File: config.mk
export PLATFORM = sky130hd
export DESIGN_NAME = load_store_unit
export DESIGN_NICKNAME = d
export VERILOG_FILES = /design/src/rtl/load_store_unit_pkg.sv /design/src/rtl/lsu_lane_align.sv /design/src/rtl/load_store_unit.sv
export SDC_FILE = /design/constraint.sdc
export NUM_CORES = 1
export LEC_CHECK = 0
export CAP_MARGIN = 20
export CELL_PAD_IN_SITES_DETAIL_PLACEMENT = 1
export CELL_PAD_IN_SITES_GLOBAL_PLACEMENT = 2
export CORE_MARGIN = 1
export CORE_UTILIZATION = 31
export CTS_CLUSTER_SIZE = 30
export DETAILED_ROUTE_END_ITERATION = 6
export HOLD_SLACK_MARGIN = 0.12
export PLACE_DENSITY_LB_ADDON = 0.1
export REMOVE_ABC_BUFFERS = 1
export SYNTH_ARGS = -nofsm -noshare
export SYNTH_HDL_FRONTEND = slang
export SYNTH_SLANG_ARGS = --single-unit
File: constraint.sdc
create_clock -name clk -period 2.8 [get_ports clk]
set_input_delay 0.42 -clock clk [delete_from_list [all_inputs] [get_ports clk]]
set_output_delay 0.42 -clock clk [all_outputs]
set_load 0.02 [all_outputs]
File: src/rtl/load_store_unit_pkg.sv
// Shared types for the load/store unit: RV32I width codes and FSM states.
package load_store_unit_pkg;

    localparam logic [2:0] F3_B  = 3'b000;
    localparam logic [2:0] F3_H  = 3'b001;
    localparam logic [2:0] F3_W  = 3'b010;
    localparam logic [2:0] F3_BU = 3'b100;
    localparam logic [2:0] F3_HU = 3'b101;

    typedef enum logic [2:0] {
        S_IDLE,
        S_CHECK,
        S_RD,
        S_WR,
        S_DONE
    } state_t;

    function automatic logic f3_legal(input logic is_store, input logic [2:0] f3);
        if (is_store)
            return (f3 == F3_B) || (f3 == F3_H) || (f3 == F3_W);
        return (f3 == F3_B) || (f3 == F3_H) || (f3 == F3_W) ||
               (f3 == F3_BU) || (f3 == F3_HU);
    endfunction

endpackage

File: src/rtl/lsu_lane_align.sv
// Little-endian lane handling: load extract/extend and sub-word store merge.
module lsu_lane_align
    import load_store_unit_pkg::*;
#(
    parameter int Width = 32
) (
    input  logic [2:0]       i_funct3,
    input  logic [1:0]       i_off,
    input  logic [Width-1:0] i_old,
    input  logic [Width-1:0] i_new,
    output logic [Width-1:0] o_load,
    output logic [Width-1:0] o_merge
);

    logic [4:0]  w_bitpos;
    logic [7:0]  w_byte;
    logic [15:0] w_half;

    assign w_bitpos = {i_off, 3'b000};
    assign w_byte   = i_old[w_bitpos +: 8];
    assign w_half   = i_off[1] ? i_old[31:16] : i_old[15:0];

    always_comb begin
        o_load  = i_old;
        o_merge = i_old;
        unique case (i_funct3)
            F3_B: begin
                o_load = {{(Width-8){w_byte[7]}}, w_byte};
                o_merge[w_bitpos +: 8] = i_new[7:0];
            end
            F3_H: begin
                o_load = {{(Width-16){w_half[15]}}, w_half};
                if (i_off[1])
                    o_merge[31:16] = i_new[15:0];
                else
                    o_merge[15:0] = i_new[15:0];
            end
            F3_W: begin
                o_load  = i_old;
                o_merge = i_new;
            end
            F3_BU: o_load = {{(Width-8){1'b0}}, w_byte};
            F3_HU: o_load = {{(Width-16){1'b0}}, w_half};
            default: ;
        endcase
    end

endmodule

File: src/rtl/load_store_unit.sv
// Data-memory initiator: checks, reads, merges and writes one request at a time.
module load_store_unit
    import load_store_unit_pkg::*;
#(
    parameter int Width = 32,
    parameter int Depth = 512
) (
    input  logic             clk,
    input  logic             rst_n,
    input  logic             req,
    input  logic             we,
    input  logic [2:0]       funct3,
    input  logic [Width-1:0] addr,
    input  logic [Width-1:0] wdata,
    output logic             busy,
    output logic             done,
    output logic             err,
    output logic [Width-1:0] rdata,
    output logic             MemWrite,
    output logic             MemRead,
    output logic [Width-1:0] mem_addr,
    output logic [Width-1:0] WriteData,
    input  logic [Width-1:0] ReadData
);

    state_t           r_state;
    state_t           w_next;
    logic             r_we;
    logic [2:0]       r_f3;
    logic [Width-1:0] r_addr;
    logic [Width-1:0] r_wdata;
    logic [Width-1:0] r_old;
    logic [Width-1:0] r_rdata;
    logic             r_err;

    logic [Width-1:0] w_widx;
    logic [Width-1:0] w_old;
    logic [Width-1:0] w_load;
    logic [Width-1:0] w_merge;
    logic             w_mis;
    logic             w_oor;
    logic             w_err;

    assign w_widx = r_addr >> 2;
    assign w_mis  = ((r_f3[1:0] == 2'b01) && r_addr[0]) ||
                    ((r_f3[1:0] == 2'b10) && (r_addr[1:0] != 2'b00));
    assign w_oor  = w_widx >= Width'(Depth);
    assign w_err  = !f3_legal(r_we, r_f3) || w_mis || w_oor;

    // Loads extract straight from memory; stores merge into the captured word.
    assign w_old  = r_we ? r_old : ReadData;

    lsu_lane_align #(.Width(Width)) u_align (
        .i_funct3 (r_f3),
        .i_off    (r_addr[1:0]),
        .i_old    (w_old),
        .i_new    (r_wdata),
        .o_load   (w_load),
        .o_merge  (w_merge)
    );

    always_ff @(posedge clk or negedge rst_n) begin
        if (!rst_n)
            r_state <= S_IDLE;
        else
            r_state <= w_next;
    end

    always_comb begin
        w_next    = r_state;
        busy      = 1'b1;
        done      = 1'b0;
        err       = 1'b0;
        MemRead   = 1'b0;
        MemWrite  = 1'b0;
        WriteData = '0;
        unique case (r_state)
            S_IDLE: begin
                busy = 1'b0;
                if (req)
                    w_next = S_CHECK;
            end
            S_CHECK: begin
                if (w_err)
                    w_next = S_DONE;
                else if (r_we && (r_f3 == F3_W))
                    w_next = S_WR;
                else
                    w_next = S_RD;
            end
            S_RD: begin
                MemRead = 1'b1;
                w_next  = r_we ? S_WR : S_DONE;
            end
            S_WR: begin
                MemWrite  = 1'b1;
                WriteData = w_merge;
                w_next    = S_DONE;
            end
            S_DONE: begin
                done   = 1'b1;
                err    = r_err;
                w_next = S_IDLE;
            end
            default: w_next = S_IDLE;
        endcase
    end

    always_ff @(posedge clk or negedge rst_n) begin
        if (!rst_n) begin
            r_we    <= 1'b0;
            r_f3    <= '0;
            r_addr  <= '0;
            r_wdata <= '0;
            r_old   <= '0;
            r_rdata <= '0;
            r_err   <= 1'b0;
        end else begin
            if ((r_state == S_IDLE) && req) begin
                r_we    <= we;
                r_f3    <= funct3;
                r_addr  <= addr;
                r_wdata <= wdata;
            end
            if (r_state == S_CHECK)
                r_err <= w_err;
            if (r_state == S_RD) begin
                if (r_we)
                    r_old <= ReadData;
                else
                    r_rdata <= w_load;
            end
        end
    end

    assign mem_addr = w_widx;
    assign rdata    = r_rdata;

endmodule

# Yosys cells after proc, flatten, opt, wreduce, memory -nomap -nowiden
# Index checks and enable logic that the tools add are counted.
# W data, S select, Z words.
dict set report classes {
  add_sub_neg 1
  bitwise_logic 1
  shifts 3
  reduce_logical 17
  magnitude_cmp 1
  eq_ne 11
  muxes 21
}
# op count
set ops {}
lappend ops {{$pmux W32 S4} 1}
lappend ops {{$pmux W32 S3} 1}
lappend ops {{$mux W32} 2}
lappend ops {{$mux W16} 3}
lappend ops {{$bwmux W32} 1}
lappend ops {{$shift A8 B7 Y32 const A} 1}
lappend ops {{$shiftx A32 B6 Y8} 1}
lappend ops {{$shiftx A8 B7 Y32} 1}
lappend ops {{$ge A30 B10 Y1 const B} 1}
lappend ops {{$pmux W3 S4} 1}
lappend ops {{$eq A3 B2 Y1 const B} 3}
lappend ops {{$eq A3 B3 Y1 const B} 3}
lappend ops {{$mux W1} 9}
lappend ops {{$mux W3} 3}
lappend ops {{$logic_or A1 B1 Y1} 7}
lappend ops {{$neg A5 Y7} 1}
lappend ops {{$eq A3 B1 Y1 const B} 2}
lappend ops {{$logic_not A3 Y1} 2}
lappend ops {{$logic_and A1 B1 Y1} 4}
lappend ops {{$reduce_and A2 Y1} 2}
lappend ops {{$eq A2 B1 Y1 const B} 1}
lappend ops {{$eq A2 B2 Y1 const B} 1}
lappend ops {{$ne A2 B2 Y1 const B} 1}
lappend ops {{$reduce_bool A2 Y1} 1}
lappend ops {{2 further kinds} 2}
dict set report totals {
  elab_cells 63
  out_inout_bits 101
  register_bits 136
}

# Depth between registers and ports, before layout
# Gate-level depths: netlist (run 1).
dict set report logic_depth {
  ltp_word 11
  depth_mapped 9
  depth_no_buf 6
}

# By module
# A second synthesis (run 1) with hierarchy kept.
dict set report unflattened {
  hier_cells 676
  area_unflattened_um2 7698.6
}
# module cells_per_inst seq_area_each_um2 n_inst area_each_um2
set by_module_without_submodules {}
lappend by_module_without_submodules {load_store_unit 423 3403.3 1 6054.6}
lappend by_module_without_submodules {lsu_lane_align 253 0.0 1 1644.1}

# Worst setup path before layout (run 1)
# No wires, ideal clock.
dict set report synth_timing {
  path_kind {register -> output}
  startpoint {reg r_addr[1]}
  endpoint {out WriteData[16]}
  n_path_buf 2
  arrival_time_ns 2.106
  slack_ns 0.274
  required_ns 2.380
  path_stages_with_launch 8
  cell_sequence {dfrtp_1 > buf_2 > buf_2 > inv_1 > ha_1 > nor4_1 > o211ai_1 > o221ai_1}
}
dict set report synth_between {
  elab_chain_cells 5
  elab_cells_between_ends 7
  classes_between {add/sub: 1; shift: 2; mux: 4}
}
# element line
set synth_rtl {}
lappend synth_rtl {{from (decl)} load_store_unit.sv:30} ;# logic [Width-1:0] r_addr;
lappend synth_rtl {{from (signal assigned)} load_store_unit.sv:122} ;# r_addr <= addr;
lappend synth_rtl {{$neg A5 Y7} lsu_lane_align.sv:29} ;# o_merge[w_bitpos +: 8] = i_new[7:0];
lappend synth_rtl {{$shiftx A8 B7 Y32 or $shift A8 B7 Y32 (tied branches)} lsu_lane_align.sv:29}
lappend synth_rtl {{$bwmux W32} lsu_lane_align.sv:29}
lappend synth_rtl {{$pmux W32 S3 (*)} lsu_lane_align.sv:26} ;# unique case (i_funct3)
lappend synth_rtl {{$mux W32 (*)} load_store_unit.sv:77} ;# unique case (r_state)
lappend synth_rtl {{to (decl)} load_store_unit.sv:22} ;# output logic [Width-1:0] WriteData,
# Every way passes the cells marked *; elsewhere a longest branch is shown, timed or not.

# Worst setup path in the final report (run 1)
dict set report layout_timing {
  startpoint {reg r_f3[1]}
  endpoint {out WriteData[22]}
}
dict set report layout_between {
  elab_chain_cells 3
  elab_cells_between_ends 5
  classes_between {eq/ne: 2; mux: 2; reduce/logical: 1}
}
# element line
set layout_rtl {}
lappend layout_rtl {{from (decl)} load_store_unit.sv:29} ;# logic [2:0] r_f3;
lappend layout_rtl {{from (signal assigned)} load_store_unit.sv:121} ;# r_f3 <= funct3;
lappend layout_rtl {{$eq A3 B2 Y1, or another cell as far along} lsu_lane_align.sv:26}
lappend layout_rtl {{$pmux W32 S3 (*)} lsu_lane_align.sv:26}
lappend layout_rtl {{$mux W32 (*)} load_store_unit.sv:77}
# Marked as above.

==> flow_summary.toml, run 1 <==
[critical_path]
setup.worst_path.end_class = "output pin"
worstPathRequired_ps = 2380
endpoint = "WriteData[22]"
start_kind = "register"
worstRegToRegCells = 5
worst_setup_path_startpoint = "r_f3[1]"
ff2ff_setup_slack_ps = 280
cp_max_fo = 7
rr_endpoint = "rdata[16]"
worstSetupPathType = "reg2out"
arrival_ps = 2310
r2r_start = "r_addr[1]"

[placement]
gp_congestion = 0.816
place_hpwl_um = 18600
portBuffers = 201

[detailed_routing]
drt-met1-wl_um = 11200
dr.pass1.iters = 4
ant_nets = 0
dr_wl_met3_um = 1670
dr.first_iter.drc_count = 248
drt-total-wl_um = 24900
topRoutingLayerUsed = "met4"
wl_met2_um = 11800
drc = 0
dr_total_vias = 5896
vias_per_cell = 4.91
drt-wirelength-per-cell_um = 20.7

[cts]
clk_pin_slew_ps = 70
clockBufferDepth = 2
cts_max_level = 4
clock-root-buffer = "clkbuf_16"
cts_tree = "done"
cts_made_buffers = 17
clock_latency_ps = 430
clock-sinks = 136

[synthesis]
synthFlopType = "dfrtp_1"
synthesis.area_um2 = 7480
synth_top_cell_by_area = "dfrtp_1"
synthTopCellsByCount = "dfrtp_1 (136), mux2_2 (90), nand2_1 (72), nor2_1 (46), a21oi_1 (37)"
synth_area_leaders = "dfrtp_1 (46%), mux2_2 (14%), mux2_4 (5.8%), nand2_1 (3.6%), buf_4 (3.5%)"
synth.most_common_cell = "dfrtp_1"
synth_edf_count = 0
async_reset_ff_share_pct = 100
avgSynthCellArea_um2 = 11.1
synth.distinct_cells = 58
syn_inst = 674
ys_seq_area_share_pct = 45.5
ys_ff_latch = 136
ys.warnings.count = 0
synth_top_area_share_pct = 45.5

[timing]
hold_viol_final = 0
fmax_mhz = 367
fin_crit_sh_pct = 97.3
period_minus_slack_ps = 2730
report.final.slew_viol_count = 0
fin_skew_ps = 9.16
setup_violations = 0
relSlewSlack_pct = 27.1
rsz0062_at_grt = "true"
worst_slew_pin_slew_ps = 1090

[global_routing]
grt_usage_pct = 20.9
grt-ovfl-total = 0
grt_pass1_wl_um = 38200
grt_start_max_net_pins = 71
antenna_found_initial = 0
grt_pass1_vias = 6496

[power_and_ir_drop]
p_leak_nw = 4.26
power.total_w = 0.00679
powerDensity_nw_per_um2 = 661
ir_worst_vdd_uv = 352

[die]
core_um2 = 23500
die_area_um2 = 24800
die_h_um = 157
io_pins = 204
num_rows = 56
die_x_um = 157
initial_core_util_pct = 31.8

[outcome]
status = "complete, no violations"

[job]
maxCapViolCount = 0

[min_path]
worstHoldPathType = "in2async"

[finish]
n_antenna_cell = 0
syn2layout_area_growth_pct = 37.4
fin_util_pct = 43.6
fin_nets = 978
drive_above_1_share_pct = 29.7
-- power breakdown --
part	internal (W)	switching, W	total [W]	leakage (nW)
registers	0.00223	0.000228	0.00246	1.60
logic	0.00100	0.00105	0.00206	2.38
clock network	0.00126	0.00101	0.00227	0.288
total	0.00450	0.00229	0.00679	4.26
-- state kept, by name, indices dropped and copies added (netlist names) --
name and count:
r_wdata 32, r_old 32, r_err 1, r_f3 3
r_state 3, r_addr 32, rdata 32, r_we 1
-- worst min-delay path by stage --
stage | start | cells past startpoint | slack (ps) | endpoint
after floorplan | rst_n | 0 | 120 | r_addr[0]
after global placement | rst_n | 1 | 330 | rdata[15]
after detailed placement | rst_n | 1 | 330 | rdata[23]
after CTS | rst_n | 2 | 450 | rdata[23]
after global routing | rst_n | 2 | 470 | rdata[23]
final | rst_n | 2 | 450 | rdata[23]
-- cell type report --
cell class | count | area (µm²)
Fill cell | 2604 | 13300
Multi-Input combinational cell | 441 | 3480
Tap cell | 319 | 399
Timing Repair Buffer | 250 | 2310
Clock inverter | 15 | 154
Clock buffer | 17 | 425
Inverter | 24 | 92.6
Sequential cell | 136 | 3410
-- stage by stage --
step / setup TNS [ps] / std cells / area, µm² / setup slack, ps / hold WS (ps)
6_report: 0 / 1202 / 10300 / 74.8 / 455
3_3_place_gp: -1.88 / 1165 / 9730 / -1.88 / 327
2_1_floorplan: -32450 / 601 / 6910 / -466 / 124
4_1_cts: 0 / 1198 / 10200 / 0.391 / 450
3_5_place_dp: -383 / 1165 / 9730 / -73.7 / 332
5_1_grt: -289 / 1202 / 10300 / -61.2 / 467
-- kinds of logic after synthesis --
kind of cell             share of synthesized area (%)
buffers and inverters                             8.82
AO/OA/AOI/OAI                                     11.8
flip-flops                                        45.5
AND/OR/NAND/NOR                                   11.8
multiplexers                                      21.2
other                                           0.0501
adder cells (fa/ha/maj)                          0.836
-- per-layer routing --
metal	vias up	track usage, %
li1	2755	-
met4	0	6.15
met2	166	33.2
met3	16	5.84
met5	-	0
met1	2959	27.5
-- cell usage in the layout (no fill, tap or decap), types with 17 or more instances in the layout --
| cell type | synthesis | routed |
|---|---|---|
| clkdlybuf4s50_1 | 0 | 168 |
| dfrtp_1 | 136 | 133 |
| mux2_2 | 90 | 90 |
| nand2_1 | 72 | 72 |
| nor2_1 | 46 | 46 |
| buf_4 | 35 | 46 |
| a21oi_1 | 37 | 33 |
| mux2_4 | 29 | 29 |
| inv_1 | 23 | 21 |
| a22oi_1 | 20 | 20 |
| o21ai_0 | 21 | 20 |
| buf_2 | 14 | 18 |
| clkbuf_16 | 0 | 17 |
-- worst max-delay path, stage by stage (launching register included) --
cell      delay (ps)
dfrtp_2          460
or3_4            350
nor4_2           260
o211ai_1         180
buf_4            210
o221ai_1         210
buf_4            180
-- timing repair --
item / 4_1_cts / 5_1_grt
endpoints found under the setup margin: 32 / 29
hold buffers: 1 / 0
endpoints found under the hold margin: 28 / 0
resized for setup: 118 / 34
buffers inserted: 0 / 4
pin swaps: 2 / 1
(Power assumes the default switching activity.)
==> inputs of run 2 (changes only) <==
CORE_UTILIZATION = 28   (was 31)
GPL_TIMING_DRIVEN = 0   (was default)
REMOVE_ABC_BUFFERS = default   (was 1)
clock period = 2.4 ns   (was 2.8 ns; I/O delays follow)
==> run 2 against run 1 <==
The run now ends with DRC, setup timing left; largest power group is now combinational cells; register-to-register slack got worse by 110 ps; worst hold slack improved by 41 ps; utilization is 0.26 points lower; highest routed layer unchanged; non-clock buffer count increased by 53.
==> flow_summary.toml, run 2 (synthesized netlist as in run 1, its figures left out) <==
[timing]
worst_slew_pin_slew_ps = 874
relSlewSlack_pct = 41.6
fin_crit_sh_pct = 119
setup_violations = 32
rsz0062_at_grt = "true"
finalWorstSetupSlack_ps = -463
fin_skew_ps = 10.8
period_minus_slack_ps = 2860
hold_viol_final = 0
fin_setup_tns_ps = -12290
report.final.slew_viol_count = 0
fmax_mhz = 349

[global_routing]
grt_usage_pct = 20.9
grt_pass1_wl_um = 41200
grt_start_max_net_pins = 70
grt_pass1_vias = 6722
grt-ovfl-total = 0
antenna_found_initial = 0

[cts]
cts_max_level = 4
cts_tree = "done"
clock-root-buffer = "clkbuf_16"
clk_pin_slew_ps = 60
clockBufferDepth = 2
cts_made_buffers = 17
clock_latency_ps = 430
clock-sinks = 136

[critical_path]
cp_max_fo = 8
crit_cells = 11
worstPathRequired_ps = 2040
worstRegToRegCells = 6
slowest_delay_ps = 380
cpMaxStageDelayCell = "dfrtp_1"
cp_num_buf_inv = 7
setup.worst_path.end_class = "output pin"
arrival_ps = 2500
path_delay_family = "buffers and inverters"
cp_cell_sequence = "buf_6 > buf_12 > clkinvlp_4 > buf_6 > ha_4 > buf_4 > nor3_4 > buf_12 > nand2_1 > a21oi_2 > buf_4"
start_kind = "register"
worstSetupPathType = "reg2out"

[power_and_ir_drop]
power.total_w = 0.00858
p_leak_nw = 4.65
p_sw_share_pct = 33.5
p_clk_share_pct = 32.2
intPower_w = 0.00570
powerDensity_nw_per_um2 = 757
p_comb_share_pct = 34.3
ir_worst_vdd_uv = 471
power_frac_seq_pct = 33.5
p_switching_w = 0.00287

[die]
num_rows = 59
initial_core_util_pct = 28.6
die_x_um = 165
die_h_um = 165
io_pins = 204
core_um2 = 26100
die_area_um2 = 27400

[placement]
place_area_um2 = 9980
gp_congestion = 0.798
dp.cells = 1212
place_hpwl_um = 20600
portBuffers = 201

[job]
maxCapViolCount = 0

[min_path]
worstHoldPathType = "in2reg"
holdPathStages = 3

[finish]
syn2layout_area_growth_pct = 51.6
drive_above_1_share_pct = 36.9
fin_nets = 1031
final_area_um2 = 11300
n_antenna_cell = 0
fillCellCount = 2822
final_cell_mix = "clkdlybuf4s50_1 (165), dfrtp_1 (134), mux2_2 (90), nand2_1 (68), buf_4 (62)"
stdcell_count = 1270
layout_commonest_cell = "clkdlybuf4s50_1"

[detailed_routing]
ant_nets = 0
drt-wirelength-per-cell_um = 21.9
drt-total-wl_um = 27800
vias_per_cell = 4.92
dr_total_vias = 6253
dr.pass1.iters = 7
dr.first_iter.drc_count = 339
drc = 19

[outcome]
violations = "DRC, setup timing"
status = "complete, but fails checks"
run 2: power by group through the flow:
stage	Clock, W	Sequential [W]	Combinational, W
global placement	0	0.00288	0.00251
global route	0.00292	0.00292	0.00312
detailed placement	0	0.00289	0.00256
CTS	0.00283	0.00286	0.00288
floorplan	0	0.00281	0.00158
finish	0.00276	0.00287	0.00294
run 2: timing repair:
item	in CTS	in global routing
gates resized for setup	257	37
buffers inserted	24	2
pin swaps	8	8
endpoints found under the setup margin	35	34
endpoints found under the hold margin	67	0
hold buffers	1	0
run 2: final cells by class:
class	count	area, µm²	share of cell area (%)
multi-input cells	441	3860	34.1
flip-flops and latches	136	3410	30.0
repair buffers	229	2300	20.3
plain buffers	74	639	5.64
clock buffers	18	439	3.87
well taps	335	419	3.70
clock inverters	13	169	1.49
inverters	24	97.6	0.861
run 2: worst paths after layout:
| check | endpoint | slack [ps] | start |
|---|---|---|---|
| setup / recovery | WriteData[12] | -460 | r_addr[1] |
| hold / removal | r_addr[0] | 500 | addr[0] |
| setup reg to reg | rdata[15] | 170 | r_we |
| hold reg to reg | r_old[1] | 510 | r_old[1] |
| max in group asynchronous | r_old[28] | 1090 | rst_n |
| min in group asynchronous | r_addr[26] | 510 | rst_n |
run 2: layer usage:
layer	part of all wire [%]	vias up	global-route usage [%]	wire (µm)
li1	-	2872	-	-
met1	47	3183	29.1	13100
met2	47	173	33.0	13000
met3	4.5	25	4.27	1240
met4	1.3	0	5.21	374
met5	0	-	0	0
run 2: metrics by stage:
step                      hold WS (ps)  setup slack [ps]  util [%]
after floorplan                   64.4              29.5         -
after global placement             484             -4700      38.1
after detailed placement           418             -1080      38.2
after CTS                          472              -393      42.6
after global routing               502              -526      43.4
final                              496              -463      43.4
run 2: worst reg2reg max path, cell delays in order, from the launching register on:
cell	delay [ps]
dfrtp_1	320
buf_2	220
buf_2	360
mux2_2	440
nand2_1	90
nor4b_1	530
a21oi_1	140
